==> src/rtl/uart_frame_tx.sv <==
// Serialises one {col,row,char} screen-write command as a 4-byte 8N1 UART frame
// (col, row, char, terminator), LSB first, with its own baud divider.
module uart_frame_tx #(
    parameter int unsigned CLK_FREQ  = 25000000,
    parameter int unsigned BAUD_RATE = 115200,
    parameter logic [7:0]  TERM_CHAR = 8'h0A
) (
    input  logic       clk_i,
    input  logic       rst_i,
    input  logic       valid_i,
    output logic       ready_o,
    input  logic [6:0] col_i,
    input  logic [4:0] row_i,
    input  logic [6:0] char_i,
    output logic       tx_o,
    output logic       busy_o,
    output logic       frame_done_o
);

    localparam int unsigned DIV = CLK_FREQ / BAUD_RATE;
    localparam int unsigned CW  = (DIV > 1) ? $clog2(DIV) : 1;
    localparam logic [CW-1:0] CNT_MAX = CW'(DIV - 1);

    typedef enum logic [1:0] {IDLE, START, DATA, STOP} state_t;

    state_t          state, state_n;
    logic [CW-1:0]   cnt, cnt_n;
    logic [2:0]      bit_idx, bit_idx_n;
    logic [1:0]      byte_idx, byte_idx_n;
    logic [3:0][7:0] frame, frame_n;
    logic            tx_n, ready_n, busy_n, done_n;
    logic            wrap;

    assign wrap = (cnt == CNT_MAX);

    always_ff @(posedge clk_i or posedge rst_i) begin
        if (rst_i) begin
            state        <= IDLE;
            cnt          <= '0;
            bit_idx      <= '0;
            byte_idx     <= '0;
            frame        <= '0;
            tx_o         <= 1'b1;
            ready_o      <= 1'b1;
            busy_o       <= 1'b0;
            frame_done_o <= 1'b0;
        end else begin
            state        <= state_n;
            cnt          <= cnt_n;
            bit_idx      <= bit_idx_n;
            byte_idx     <= byte_idx_n;
            frame        <= frame_n;
            tx_o         <= tx_n;
            ready_o      <= ready_n;
            busy_o       <= busy_n;
            frame_done_o <= done_n;
        end
    end

    // Outputs are computed one cycle early so every output leaves a flop.
    always_comb begin
        state_n    = state;
        cnt_n      = cnt;
        bit_idx_n  = bit_idx;
        byte_idx_n = byte_idx;
        frame_n    = frame;
        tx_n       = tx_o;
        ready_n    = ready_o;
        busy_n     = busy_o;
        done_n     = 1'b0;

        if (state != IDLE)
            cnt_n = wrap ? '0 : cnt + CW'(1);

        case (state)
            IDLE: begin
                if (valid_i && ready_o) begin
                    frame_n    = {TERM_CHAR, {1'b0, char_i}, {3'b000, row_i}, {1'b0, col_i}};
                    state_n    = START;
                    cnt_n      = '0;
                    bit_idx_n  = '0;
                    byte_idx_n = '0;
                    tx_n       = 1'b0;
                    ready_n    = 1'b0;
                    busy_n     = 1'b1;
                end
            end
            START: begin
                if (wrap) begin
                    state_n   = DATA;
                    bit_idx_n = '0;
                    tx_n      = frame[byte_idx][0];
                end
            end
            DATA: begin
                if (wrap) begin
                    if (bit_idx == 3'd7) begin
                        state_n = STOP;
                        tx_n    = 1'b1;
                    end else begin
                        bit_idx_n = bit_idx + 3'd1;
                        tx_n      = frame[byte_idx][bit_idx + 3'd1];
                    end
                end
            end
            STOP: begin
                if (wrap) begin
                    // Next byte's start bit follows the stop bit with no idle gap.
                    if (byte_idx == 2'd3) begin
                        state_n = IDLE;
                        ready_n = 1'b1;
                        busy_n  = 1'b0;
                        done_n  = 1'b1;
                    end else begin
                        byte_idx_n = byte_idx + 2'd1;
                        state_n    = START;
                        tx_n       = 1'b0;
                    end
                end
            end
            default: state_n = IDLE;
        endcase
    end

endmodule

==> config.mk <==
export PLATFORM = sky130hd
export DESIGN_NAME = uart_frame_tx
export DESIGN_NICKNAME = d
export VERILOG_FILES = /design/src/rtl/uart_frame_tx.sv
export SDC_FILE = /design/constraint.sdc
export NUM_CORES = 1
export LEC_CHECK = 0
export ABC_AREA = 0
export CORE_AREA = 2 2 74 76
export CTS_CLUSTER_SIZE = 10
export DETAILED_ROUTE_END_ITERATION = 12
export DIE_AREA = 0 0 76 78
export MAX_ROUTING_LAYER = met4
export PLACE_DENSITY = 0.62
export SYNTH_ARGS = -nofsm -noshare
export SYNTH_HDL_FRONTEND = slang
export SYNTH_SLANG_ARGS = --single-unit
export TNS_END_PERCENT = 50
==> constraint.sdc <==
create_clock -name clk_i -period 4.27 [get_ports clk_i]
set_clock_uncertainty 0.2 [all_clocks]
set_input_delay 1.281 -clock clk_i [delete_from_list [all_inputs] [get_ports clk_i]]
set_output_delay 1.281 -clock clk_i [all_outputs]
set_load 0.01 [all_outputs]
# --- After elaboration in Yosys (flattened, before gate mapping) ---
# Cells that the tools add are included.
op_classes:
  addsub: 3
  order_cmp: 2
  eq_ne: 14
  mux: 41
  reduce_logical: 11
op_table:
  columns: ["operator", "n"]
  rows:
  - ["two-way mux 8 bit", 5]
  - ["binary-select mux 8 bit (select 2 bit)", 1]
  - ["two-way mux 1 bit", 16]
  - ["two-way mux 2 bit", 8]
  - ["!= test 2 bit, second input constant", 8]
  - ["AND reduction 5 bit", 3]
  - ["two-way mux 3 bit", 4]
  - ["case mux 3 bit (3 select lines)", 1]
  - ["adder 8 x 1 -> 8 bit, second input constant", 1]
  - ["== test 8 bit, second input constant", 1]
  - ["case mux 2 bit (4 select lines)", 1]
  - ["AND reduction 4 bit", 2]
  - ["== test 2 bit, second input constant", 3]
  - ["less-than comparator 3 x 4 -> 1 bit, second input constant", 1]
  - ["case mux 1 bit (2 select lines)", 2]
  - ["case mux 1 bit (4 select lines)", 1]
  - ["case mux 2 bit (2 select lines)", 1]
  - ["nonzero test 2 bit", 2]
  - ["adder 3 x 1 -> 3 bit, second input constant", 1]
  - ["binary-select mux 1 bit (select 3 bit)", 1]
  - ["== test 3 bit, second input constant", 1]
  - ["less-than comparator 2 x 3 -> 1 bit, second input constant", 1]
  - ["nonzero test 3 bit", 1]
  - ["adder 2 x 1 -> 2 bit, second input constant", 1]
  - ["4 further kinds", 4]
word_totals:
  register_bits: 39

# --- Longest topological paths before layout ---
depth:
  depth_word: 7
  mapped_depth: 8
  depth_no_buf: 7

# --- Least setup slack after synthesis ---
# Ideal clock, no wire load.
synth_path:
  kind: "input port to flip-flop"
  startpoint: "in valid_i"
  endpoint: "reg byte_idx[0]"
  arrival_time_ns: 2.104
  setup_slack_ns: 1.845
  cell_stages: 4
  path_cell_list: "a21oi_2 > nor2_1 > mux2_2 > a22o_1"
synth_between:
  elab_chain_len: 3
synth_rtl:
  columns: ["element", "line_no", "source"]
  rows:
  - ["start, declared", "10", "input logic valid_i,"]
  - ["logical AND 1 bit", "77", "if (valid_i && ready_o) begin"]
  - ["!= test 2 bit (no line)", null, null]
  - ["AND reduction 4 bit (no line)", null, null]
  - ["end signal, assigned", "51", "byte_idx <= byte_idx_n;"]
  - ["end, declared", "29", "logic [1:0] byte_idx, byte_idx_n;"]
# No other way between the ends.
# A chain may end at the register's enable or synchronous reset.

# --- Final worst setup path ---
layout_path:
  startpoint: "reg ready_o"
  endpoint: "out ready_o"
layout_lines:
  columns: ["element", "line_no", "source"]
  rows:
  - ["start, declared", "11", "output logic ready_o,"]
  - ["start signal, assigned", "54", "ready_o <= ready_n;"]
# No word-level cell between the ends.

==> summary.md <==
| Metric | Value |
|---|---|
| Required time of the critical path | 2.79 ns |
| Outcome | finished clean |
| Cts hold-fix bufs | 0 |
| Peak supply drop | 0.157 mV |
| IO buf count | 25 |
| Fin nets | 258 |
| CTS tree | done |
| Tmin final | 2.92 ns |
| Crit-path cells | clkdlybuf4s50_1 |
| Largest net degree at the start of global routing | 40 |
| Post-synthesis sequential area ratio | 45.4% |
| Die H | 78 um |
| CTS H-tree lvls | 2 |
| Initial DRC Count | 71 |
| Placement row count | 26 |
| Fin crit share | 68.5% |
| Post-CTS setup buffer count | 0 |
| Clk slew on worst S/H paths | 0.08 ns |
| HP Class | reg -> reg |
| Synthesis-to-finish area growth | 19.8% |
| Final core occ | 51.2% |
| Non-filler instance count after layout | 298 |
| Clock root buffer | clkbuf_8 |
| Clock latency on the worst-skew pair | 0.29 ns |
| Fillers | 480 |
| Placer Congestion | 0.801 |
| CP Class | reg -> out |
| Unrepaired setup endpoints after global routing | false |
| Leakage | 1.23 nW |
| Max-slew violation count | 0 |
| Post-synth EDFFs | 0 |
| Crit path capture type | primary output |
| First-pass GRT wire length | 7400 um |
| Net Count, Synth | 230 |
| GRT Util Overall | 15.9% |
| Post-Syn Area | 0.00215 mm^2 |
| CP max stage delay | 0.60 ns |
| Worst setup SP type | flop |
| Crit-path slowest cell | dfstp_2 |
| Count of unique library cells instantiated by Yosys | 43 |
| Max-cap violations | 0 |
| Share of cells above drive strength 1 | 19.7% |
| CP top delay family | flip-flops |
| Num ports | 26 |
| Crit Path Max Fanout | 7 |
| Worst slew pin tran | 0.599 ns |
| WL final | 3990 um |
| Placed Cells | 290 |
| Async SR Flop Fraction | 100% |
| DRC viols | 0 |
| Bufs and invs on worst path | 1 |
| Die W | 76 um |
| Core Region | 0.00504 mm^2 |
| Synthesized flop and latch total | 39 |
| Arr. time, crit path | 1.44 ns |
| Fin Hold WS | 0.306 ns |
| CTS buffer count | 5 |
| Seq. cell area | 978 um^2 |
| Pwr Total | 676 uW |
| # setup viols final | 0 |
| Vias in the first global route | 1510 |
| Clk sinks | 39 |
| Antenna violations before repair | 0 |
| Achievable Freq | 342 MHz |
| N_diodes | 0 |
| Total die area | 0.00593 mm^2 |
| Vias per inst | 5.19 |
| Cells after Synth | 199 |
| Ys flop type | dfrtp_1 |
| GRT overflow | 0 |
| Post-CTS Resized | 0 |
| Antenna-violating nets left | 0 |
| Slew margin rel. | 59.7% |
| Area of the multi-input gates | 0.00111 mm^2 |
| Hold Vio Cnt, Final | 0 |
| TritonRoute pass-1 iters | 4 |
| Via count | 1546 |
| Initial cell density of the core | 42.7% |
| HPWL Detailed | 2830 um |
| Ys Warns | 0 |
| Setup_tns | 0 ns |
| Synth Area per Inst | 10.8 um^2 |
| P per Cell Area | 262 mW/mm^2 |
| DR WL/cell | 13.4 um |
| Max Root-Sink Buffers | 2 |
-- metrics by stage --
stage	cell area, um^2	setup slack [ns]
after floorplan	2150	1.85
after CTS	2580	1.34
after global placement	2480	1.17
after global routing	2580	1.30
after detailed placement	2480	1.16
final	2580	1.35
-- final cells by class --
cell class | count | share of cell area (%)
Inverter | 9 | 1.31
Timing Repair Buffer | 27 | 10.3
Sequential cell | 39 | 37.9
Tap cell | 70 | 3.39
Clock buffer | 7 | 3.73
Multi-Input combinational cell | 145 | 43.1
Clock inverter | 1 | 0.291
-- final timing paths --
check	from	to	slack, ns	cells after the start
max	ready_o$_DFFE_PP1P_	ready_o	1.35	1
min	frame[6]$_DFFE_PP0P_	frame[6]$_DFFE_PP0P_	0.31	1
max reg2reg	state[0]$_DFFE_PP0P_	byte_idx[0]$_DFFE_PP0P_	1.86	7
min reg2reg	frame[6]$_DFFE_PP0P_	frame[6]$_DFFE_PP0P_	0.31	1
max in group asynchronous	rst_i	tx_o$_DFFE_PP1P_	2.30	3
min in group asynchronous	rst_i	cnt[1]$_DFF_PP0_	1.20	3
-- placed cells by master (no fill, tap or decap), drive strengths merged, types with 2 or more instances in the layout --
| master | count |
|---|---|
| buf | 2 |
| o21ai | 12 |
| nand2b | 4 |
| nor2 | 13 |
| nand4b | 3 |
| inv | 9 |
| mux2 | 23 |
| and3b | 2 |
| a2111oi | 2 |
| nand2 | 19 |
| a31oi | 3 |
| nand3b | 2 |
| and3 | 4 |
| dfstp | 2 |
| clkdlybuf4s50 | 25 |
| clkbuf | 7 |
| mux2i | 9 |
| o2bb2ai | 2 |
| nand3 | 6 |
| ha | 9 |
| nor2b | 3 |
| a21oi | 13 |
| a22o | 2 |
| or3 | 3 |
| dfrtp | 37 |
-- flip-flops by register name, indices dropped and copies added (netlist names) --
name and cells:
bit_idx 3, busy_o 1, byte_idx 2, cnt 8, frame 20, frame_done_o 1
ready_o 1, state 2, tx_o 1
-- cells in the mapped netlist, types with 3 or more instances --
library cell	instances	area, um^2
ha_1	9	113
a31oi_1	3	18.8
buf_2	3	15.0
mux2_2	22	248
o21ai_0	12	60.1
dfrtp_1	37	926
nor2_1	12	45.0
nor2b_1	3	18.8
nand3_1	6	30.0
nand2b_1	4	25.0
inv_1	9	33.8
mux2i_1	8	80.1
or3_1	3	18.8
nand2_1	19	71.3
a21oi_1	12	60.1
-- power by group --
| part | total [mW] | switching, mW | internal [mW] |
|---|---|---|---|
| clock network | 0.280 | 0.133 | 0.147 |
| logic | 0.0272 | 0.00974 | 0.0174 |
| registers | 0.369 | 0 | 0.369 |
| total | 0.676 | 0.142 | 0.534 |
-- routing by layer --
| metal | part of all wire (%) | GRT usage (%) | vias to the layer above | routed length (um) |
|---|---|---|---|---|
| met3 | 3.2 | 3.60 | 6 | 129 |
| met4 | 1.2 | 4.91 | 0 | 48 |
| met5 | 0 | - | - | 0 |
| met1 | 53 | 22.8 | 739 | 2120 |
| met2 | 43 | 22.3 | 27 | 1700 |
| li1 | - | - | 774 | - |
-- kinds of logic after synthesis --
kind of cell | Yosys count | share of synthesized area [%]
fa+ha+maj | 9 | 5.23
buf+inv | 15 | 2.96
compound gates | 41 | 12.5
xor+xnor | 1 | 0.407
simple gates | 62 | 17.0
mux | 32 | 16.6
flops | 39 | 45.4
Power figures use the tool's default switching activity.
